<file path="src/rtl/trap_pkg.sv">
// Shared types and constants for the trap entry/exit sequencer.
package trap_pkg;

  // Sequencer states; StSaveTval is only reachable when TRAP_MTVAL_EN is defined.
  typedef enum logic [2:0] {
    StIdle,
    StSaveEpc,
    StSaveCause,
    StSaveTval,
    StReadTvec,
    StReadEpc,
    StRedirect
  } trap_state_e;

  // Machine-mode CSR addresses touched by the sequencer.
  localparam logic [11:0] MEPC   = 12'h341;
  localparam logic [11:0] MCAUSE = 12'h342;
  localparam logic [11:0] MTVAL  = 12'h343;
  localparam logic [11:0] MTVEC  = 12'h305;

  // Cause codes raised by the decode/memory logic.
  localparam logic [3:0] CAUSE_ROM_FAULT  = 4'd1;
  localparam logic [3:0] CAUSE_ILLEGAL_OP = 4'd2;
  localparam logic [3:0] CAUSE_RAM_FAULT  = 4'd5;

endpackage

</file>
<file path="src/rtl/trap_sequencer.sv">
// Trap entry/exit sequencer: saves mepc/mcause/(mtval), fetches mtvec and
// redirects the PC; on mret reads mepc back and redirects to it.
// Optional macro TRAP_MTVAL_EN adds the SAVE_TVAL write and the tval register.
module trap_sequencer
  import trap_pkg::*;
#(
  parameter int unsigned XLEN    = 32,
  parameter int unsigned CSR_AW  = 12,
  parameter int unsigned CAUSE_W = 4
) (
  input  logic               clk,
  input  logic               rst_n,
  input  logic               exc_valid,
  input  logic [CAUSE_W-1:0] exc_cause,
  input  logic [XLEN-1:0]    exc_pc,
  input  logic [XLEN-1:0]    exc_tval,
  input  logic               mret,
  input  logic [XLEN-1:0]    rd,
  output logic               csr_w,
  output logic [CSR_AW-1:0]  csr,
  output logic [XLEN-1:0]    wd,
  output logic               stall,
  output logic               pc_redirect,
  output logic [XLEN-1:0]    pc_target,
  output logic               busy
);

  // Clears bits [1:0] so saved and fetched PCs are always word aligned.
  localparam logic [XLEN-1:0] AlignMask = {{(XLEN-2){1'b1}}, 2'b00};

  trap_state_e     state_q, state_d;
  logic [XLEN-1:0] epc_q, epc_d;
  logic [XLEN-1:0] cause_q, cause_d;
  logic [XLEN-1:0] target_q, target_d;

`ifdef TRAP_MTVAL_EN
  logic [XLEN-1:0] tval_q, tval_d;
`else
  // exc_tval has no consumer when mtval saving is compiled out.
  logic unused_tval;
  assign unused_tval = ^exc_tval;
`endif

  // State and capture registers; reset aborts any sequence in flight.
  always_ff @(posedge clk or negedge rst_n) begin
    if (!rst_n) begin
      state_q  <= StIdle;
      epc_q    <= '0;
      cause_q  <= '0;
      target_q <= '0;
`ifdef TRAP_MTVAL_EN
      tval_q   <= '0;
`endif
    end else begin
      state_q  <= state_d;
      epc_q    <= epc_d;
      cause_q  <= cause_d;
      target_q <= target_d;
`ifdef TRAP_MTVAL_EN
      tval_q   <= tval_d;
`endif
    end
  end

  // Next-state, capture and Moore-decoded CSR/redirect outputs.
  always_comb begin
    state_d     = state_q;
    epc_d       = epc_q;
    cause_d     = cause_q;
    target_d    = target_q;
`ifdef TRAP_MTVAL_EN
    tval_d      = tval_q;
`endif
    csr_w       = 1'b0;
    csr         = '0;
    wd          = '0;
    pc_redirect = 1'b0;

    unique case (state_q)
      StIdle: begin
        // Exception has priority; a simultaneous mret is dropped.
        if (exc_valid) begin
          epc_d   = exc_pc;
          cause_d = XLEN'(exc_cause);
`ifdef TRAP_MTVAL_EN
          tval_d  = exc_tval;
`endif
          state_d = StSaveEpc;
        end else if (mret) begin
          state_d = StReadEpc;
        end
      end
      StSaveEpc: begin
        csr_w   = 1'b1;
        csr     = CSR_AW'(MEPC);
        wd      = epc_q & AlignMask;
        state_d = StSaveCause;
      end
      StSaveCause: begin
        csr_w   = 1'b1;
        csr     = CSR_AW'(MCAUSE);
        wd      = cause_q;
`ifdef TRAP_MTVAL_EN
        state_d = StSaveTval;
`else
        state_d = StReadTvec;
`endif
      end
`ifdef TRAP_MTVAL_EN
      StSaveTval: begin
        csr_w   = 1'b1;
        csr     = CSR_AW'(MTVAL);
        wd      = tval_q;
        state_d = StReadTvec;
      end
`endif
      StReadTvec: begin
        csr      = CSR_AW'(MTVEC);
        target_d = rd & AlignMask;
        state_d  = StRedirect;
      end
      StReadEpc: begin
        csr      = CSR_AW'(MEPC);
        target_d = rd & AlignMask;
        state_d  = StRedirect;
      end
      StRedirect: begin
        pc_redirect = 1'b1;
        state_d     = StIdle;
      end
      default: state_d = StIdle;
    endcase
  end

  assign busy      = (state_q != StIdle);
  // Stall is raised combinationally in the accepting cycle so the pipeline freezes at once.
  assign stall     = busy | exc_valid | mret;
  assign pc_target = target_q;

endmodule

</file>
<file path="config.mk">
export PLATFORM = sky130hd
export DESIGN_NAME = trap_sequencer
export DESIGN_NICKNAME = d
export VERILOG_FILES = /design/src/rtl/trap_pkg.sv /design/src/rtl/trap_sequencer.sv
export SDC_FILE = /design/constraint.sdc
export NUM_CORES = 1
export LEC_CHECK = 0
export CAP_MARGIN = 20
export CELL_PAD_IN_SITES_DETAIL_PLACEMENT = 2
export CELL_PAD_IN_SITES_GLOBAL_PLACEMENT = 2
export CORE_MARGIN = 2
export CORE_UTILIZATION = 22
export DETAILED_ROUTE_END_ITERATION = 12
export PLACE_DENSITY = 0.78
export SLEW_MARGIN = 0
export SYNTH_ARGS = -nofsm -noshare
export SYNTH_HDL_FRONTEND = slang
export SYNTH_SLANG_ARGS = --single-unit
</file>
<file path="constraint.sdc">
create_clock -name clk -period 2.2 [get_ports clk]
set_clock_uncertainty 0.2 [all_clocks]
set_input_delay 0.44 -clock clk [delete_from_list [all_inputs] [get_ports clk]]
set_output_delay 0.44 -clock clk [all_outputs]
set_load 0.02 [all_outputs]
</file>
* Word level (Yosys, flattened, before mapping)
Cells that the tools add are included.
Cells by class: mux-type cells 7, bitwise logic cells 2, reductions and logical operators 6, eq/ne operators 6
Operators with widths (count):
- $pmux 32 s2 | 1
- $pmux 10 s3 | 1
- $pmux 3 s4 | 1
- $eq 3x3->1 const B | 3
- $mux 3 | 2
- $reduce_or 2->1 | 3
- $eq 3x1->1 const B | 1
- $eq 3x2->1 const B | 1
- $logic_not 3->1 | 1
- $ne 3x3->1 const B | 1
- $reduce_bool 3->1 | 1
- $mux 1 | 2
- $or 1x1->1 | 2
- $reduce_and 2->1 | 1
Storage, ports and cells: output and inout bits 80, input bits 104, register bits 69, word-level logic and storage cells 25

* Longest topological paths before layout
depth in word-level cells 3, mapped depth 5

* Least setup slack after synthesis
OpenSTA, ideal clock, no wires.
path type flip-flop to output port, start point reg state_q[1], end point out wd[10], cell stages (with the launch flop) 6, path slack 0.196 ns, arrival 1.364 ns, cells stage by stage dfrtp_1 buf_2 nand2b_1 nor2_2 clkbuf_1 and2_1
Between the ends: cells in the longest elaborated chain, start to end 2, elaborated cells between the ends (all ways) 3
RTL lines:
- start: declaration | line trap_sequencer.sv:31 | trap_state_e state_q, state_d;
- start signal: assignment | line trap_sequencer.sv:47 | state_q <= StIdle;
- start signal: assignment | line trap_sequencer.sv:55 | state_q <= state_d;
- $eq 3x2->1 or $eq 3x1->1 (tied branches) | line trap_sequencer.sv:79 | unique case (state_q)
- $pmux 32 s2 * | line trap_sequencer.sv:79
- end: declaration | line trap_sequencer.sv:21 | output logic [XLEN-1:0] wd,
Every way passes the cells marked *; elsewhere a longest branch is shown, timed or not.

* Worst setup path after layout
start point reg state_q[1], end point out wd[5]
Same word-level chain as after synthesis.

==> impl_metrics.toml <==
[clock_network]
cts_inserted_buffers = 9
clockRootBuffer = "clkbuf_16"
cts.sink_count = 67
clk_latency_ps = 330
htree_levels = 3
clkSlewWorstSetupHoldPaths_ps = 50
ctsLongestPathBuffers = 2
cts_tree = "built"

[routing]
drt-total-wl_mm = 8.95
dr.pass1.iters = 2
drtIter0Drc = 44
dr_total_vias = 2184
via_per_inst = 4.01
drc = 0
avgRoutedWirePerCell_um = 16.5
ant_nets = 0

[critical_path]
crit_fanout = 7
arrival_ps = 1560
worstSetupPathType = "reg -> out"
end_kind = "output pin"
crit_path_start_kind = "flop"
worstPathRequired_ps = 1560
crit_path_top_delay_cell = "dfrtp_1"
crit_family = "simple AND/OR/NAND/NOR gates"
critPathBufInv = 3
crit_chain = "nand2b_4 -> nor2_4 -> buf_12 -> clkbuf_16 -> and2_4 -> buf_6"
slowest_delay_ps = 400

[timing]
setup_viol = 0
hold_violations = 0
holdWs_ps = 305
fin_crit_ps = 2200
fmax_mhz = 455
finalMaxSlewViolations = 0
rsz0062_at_grt = "yes"
setup_tns_ps = 0
timing.final.ws_setup_ps = 1.22
finalCritPeriodShare_pct = 99.9

[flow_run]
maxCapViolCount = 0

[global_route]
grt_pass1_wl_mm = 13.2
grt_antenna_before_repair = 0
grt_util_all_layers_pct = 12.0
grt_overflow = 0
gr-usage-met3_pct = 3.52
use_met1_pct = 14.0
grt_max_degree = 68
top_usage_layer = "met2"
grt_util_met2_pct = 19.7
grt_pass1_vias = 2453

[layout]
fin_util_pct = 38.3
drive_gt1_share_pct = 45.7
fin_area_um2 = 5100
antenna_cells = 0
final_cells = 544
layout_common_cells = "clkdlybuf4s50_1 (96), dfrtp_1 (66), mux2_2 (34)"
nets = 467
regArea_um2 = 1680
syn_to_final_growth_pct = 69.6
multiInputGateArea_um2 = 1310
nFillCells = 1348
layout_commonest_cell = "clkdlybuf4s50_1"

[power]
p_clk_share_pct = 17.6
p_per_area_nw_per_um2 = 1480
total_power_mw = 7.56
p_comb_share_pct = 52.4
leakage_nw = 2.22
p_seq_share_pct = 30.1
internal-power_mw = 4.93
vdd.ir_drop.worst_uv = 511
swShare_pct = 34.8
netSwitchingPower_mw = 2.63

[yosys]
netlist_instances = 210
yosysUniqueCellTypes = 21
ys_ff_latch = 67
netlist_area_um2 = 3010
ys_warn_count = 0
synth_seq_area_share_pct = 55.8
syn_area_per_cell_um2 = 14.3

[die]
core.rowCount = 42
die_y_um = 121
core-area_um2 = 13300
die_w_um = 121
fp.dieArea_um2 = 14600
boundaryPins = 184
initial_utilization_pct = 22.6

[placed_design]
dp_cells = 523
gp_congestion = 0.677
place_hpwl_mm = 5.98
pre_cts_ws_ps = -150
place_area_um2 = 4630
port_buffers = 139

[outcome]
outcome = "completed"

[worst_hold_path]
min_path_type = "reg -> reg"
-- registers in the layout, indices dropped and copies added (netlist names) --
name       count
epc_q         30
state_q        3
pc_target     30
cause_q        4
-- what timing repair did --
item,4_1_cts,5_1_grt
gates cloned,0,3
buffers inserted,0,1
hold endpoints to repair,67,0
resized for setup,160,84
endpoints found under the setup margin,42,40
pin swaps,0,29
hold buffers,1,0
-- cells in the mapped netlist --
cell type  count  area (um2)
mux2_2        34         383
xnor2_1        1        8.76
inv_1          1        3.75
a21oi_1        1        5.00
a22oi_1        2        15.0
dfrtp_1       67        1680
nor2b_1        4        25.0
nand2b_1       3        18.8
buf_6          3        33.8
buf_2          2        10.0
clkbuf_1       2        7.51
mux2_4        30         450
nor2_2         1        6.26
nor3b_1        1        7.51
nor3_2         1        10.0
o21ai_0        2        10.0
buf_4         13        97.6
nand2_1        1        3.75
nor2_1         8        30.0
and2_1        32         200
conb_1         1        3.75
-- kinds of logic (layout without fill, tap and decap cells) --
| logic type | count (synthesis) | after routing | share of synthesized area, % |
|---|---|---|---|
| buffers and inverters | 21 | 172 | 5.08 |
| DFF | 67 | 67 | 55.8 |
| other | 1 | 8 | 0.125 |
| muxes | 64 | 64 | 27.7 |
| AOI/OAI and AO/OA | 5 | 5 | 0.998 |
| and+or+nand+nor | 51 | 51 | 10.0 |
| xor gates and xnor gates | 1 | 1 | 0.291 |
-- final timing paths --
kind / slack (ps) / depth (start not counted) / start / to
min: 310 / 1 / pc_target[2] / pc_target[2]
min in group asynchronous: 470 / 3 / rst_n / pc_target[14]
max in group asynchronous: 1030 / 3 / rst_n / epc_q[18]
max: 1 / 6 / state_q[1] / wd[5]
max reg2reg: 260 / 5 / state_q[1] / epc_q[16]
min reg2reg: 310 / 1 / pc_target[2] / pc_target[2]
-- worst reg2reg max path: stages, from the launching register on --
cell     delay (ps)
dfrtp_1         400
buf_4           170
nor3_2          230
and2_2          230
buf_12          210
mux2_2          380
-- power by group through the flow --
stage	registers [mW]	clock network (mW)	logic, mW
after global placement	2.20	0	3.74
final	2.27	1.33	3.96
after detailed placement	2.25	0	3.82
after global routing	2.36	1.45	4.21
after CTS	2.25	1.39	3.71
after floorplan	2.50	0	1.92
-- per-layer routing --
metal,wire [um],part of all wire (%),up-vias
met2,4560,51,79
met3,553,6.2,14
li1,-,-,998
met4,192,2.1,0
met1,3650,41,1093
met5,0,0,-
-- final cells by class --
| class | count | share of cell area, % |
|---|---|---|
| Sequential cell | 67 | 32.9 |
| Timing Repair Buffer | 155 | 31.7 |
| Multi-Input combinational cell | 129 | 25.6 |
| Clock buffer | 14 | 5.18 |
| Tap cell | 176 | 4.32 |
| Clock inverter | 2 | 0.196 |
| Inverter | 1 | 0.0736 |
No activity file was read; power rests on OpenSTA's default activity.
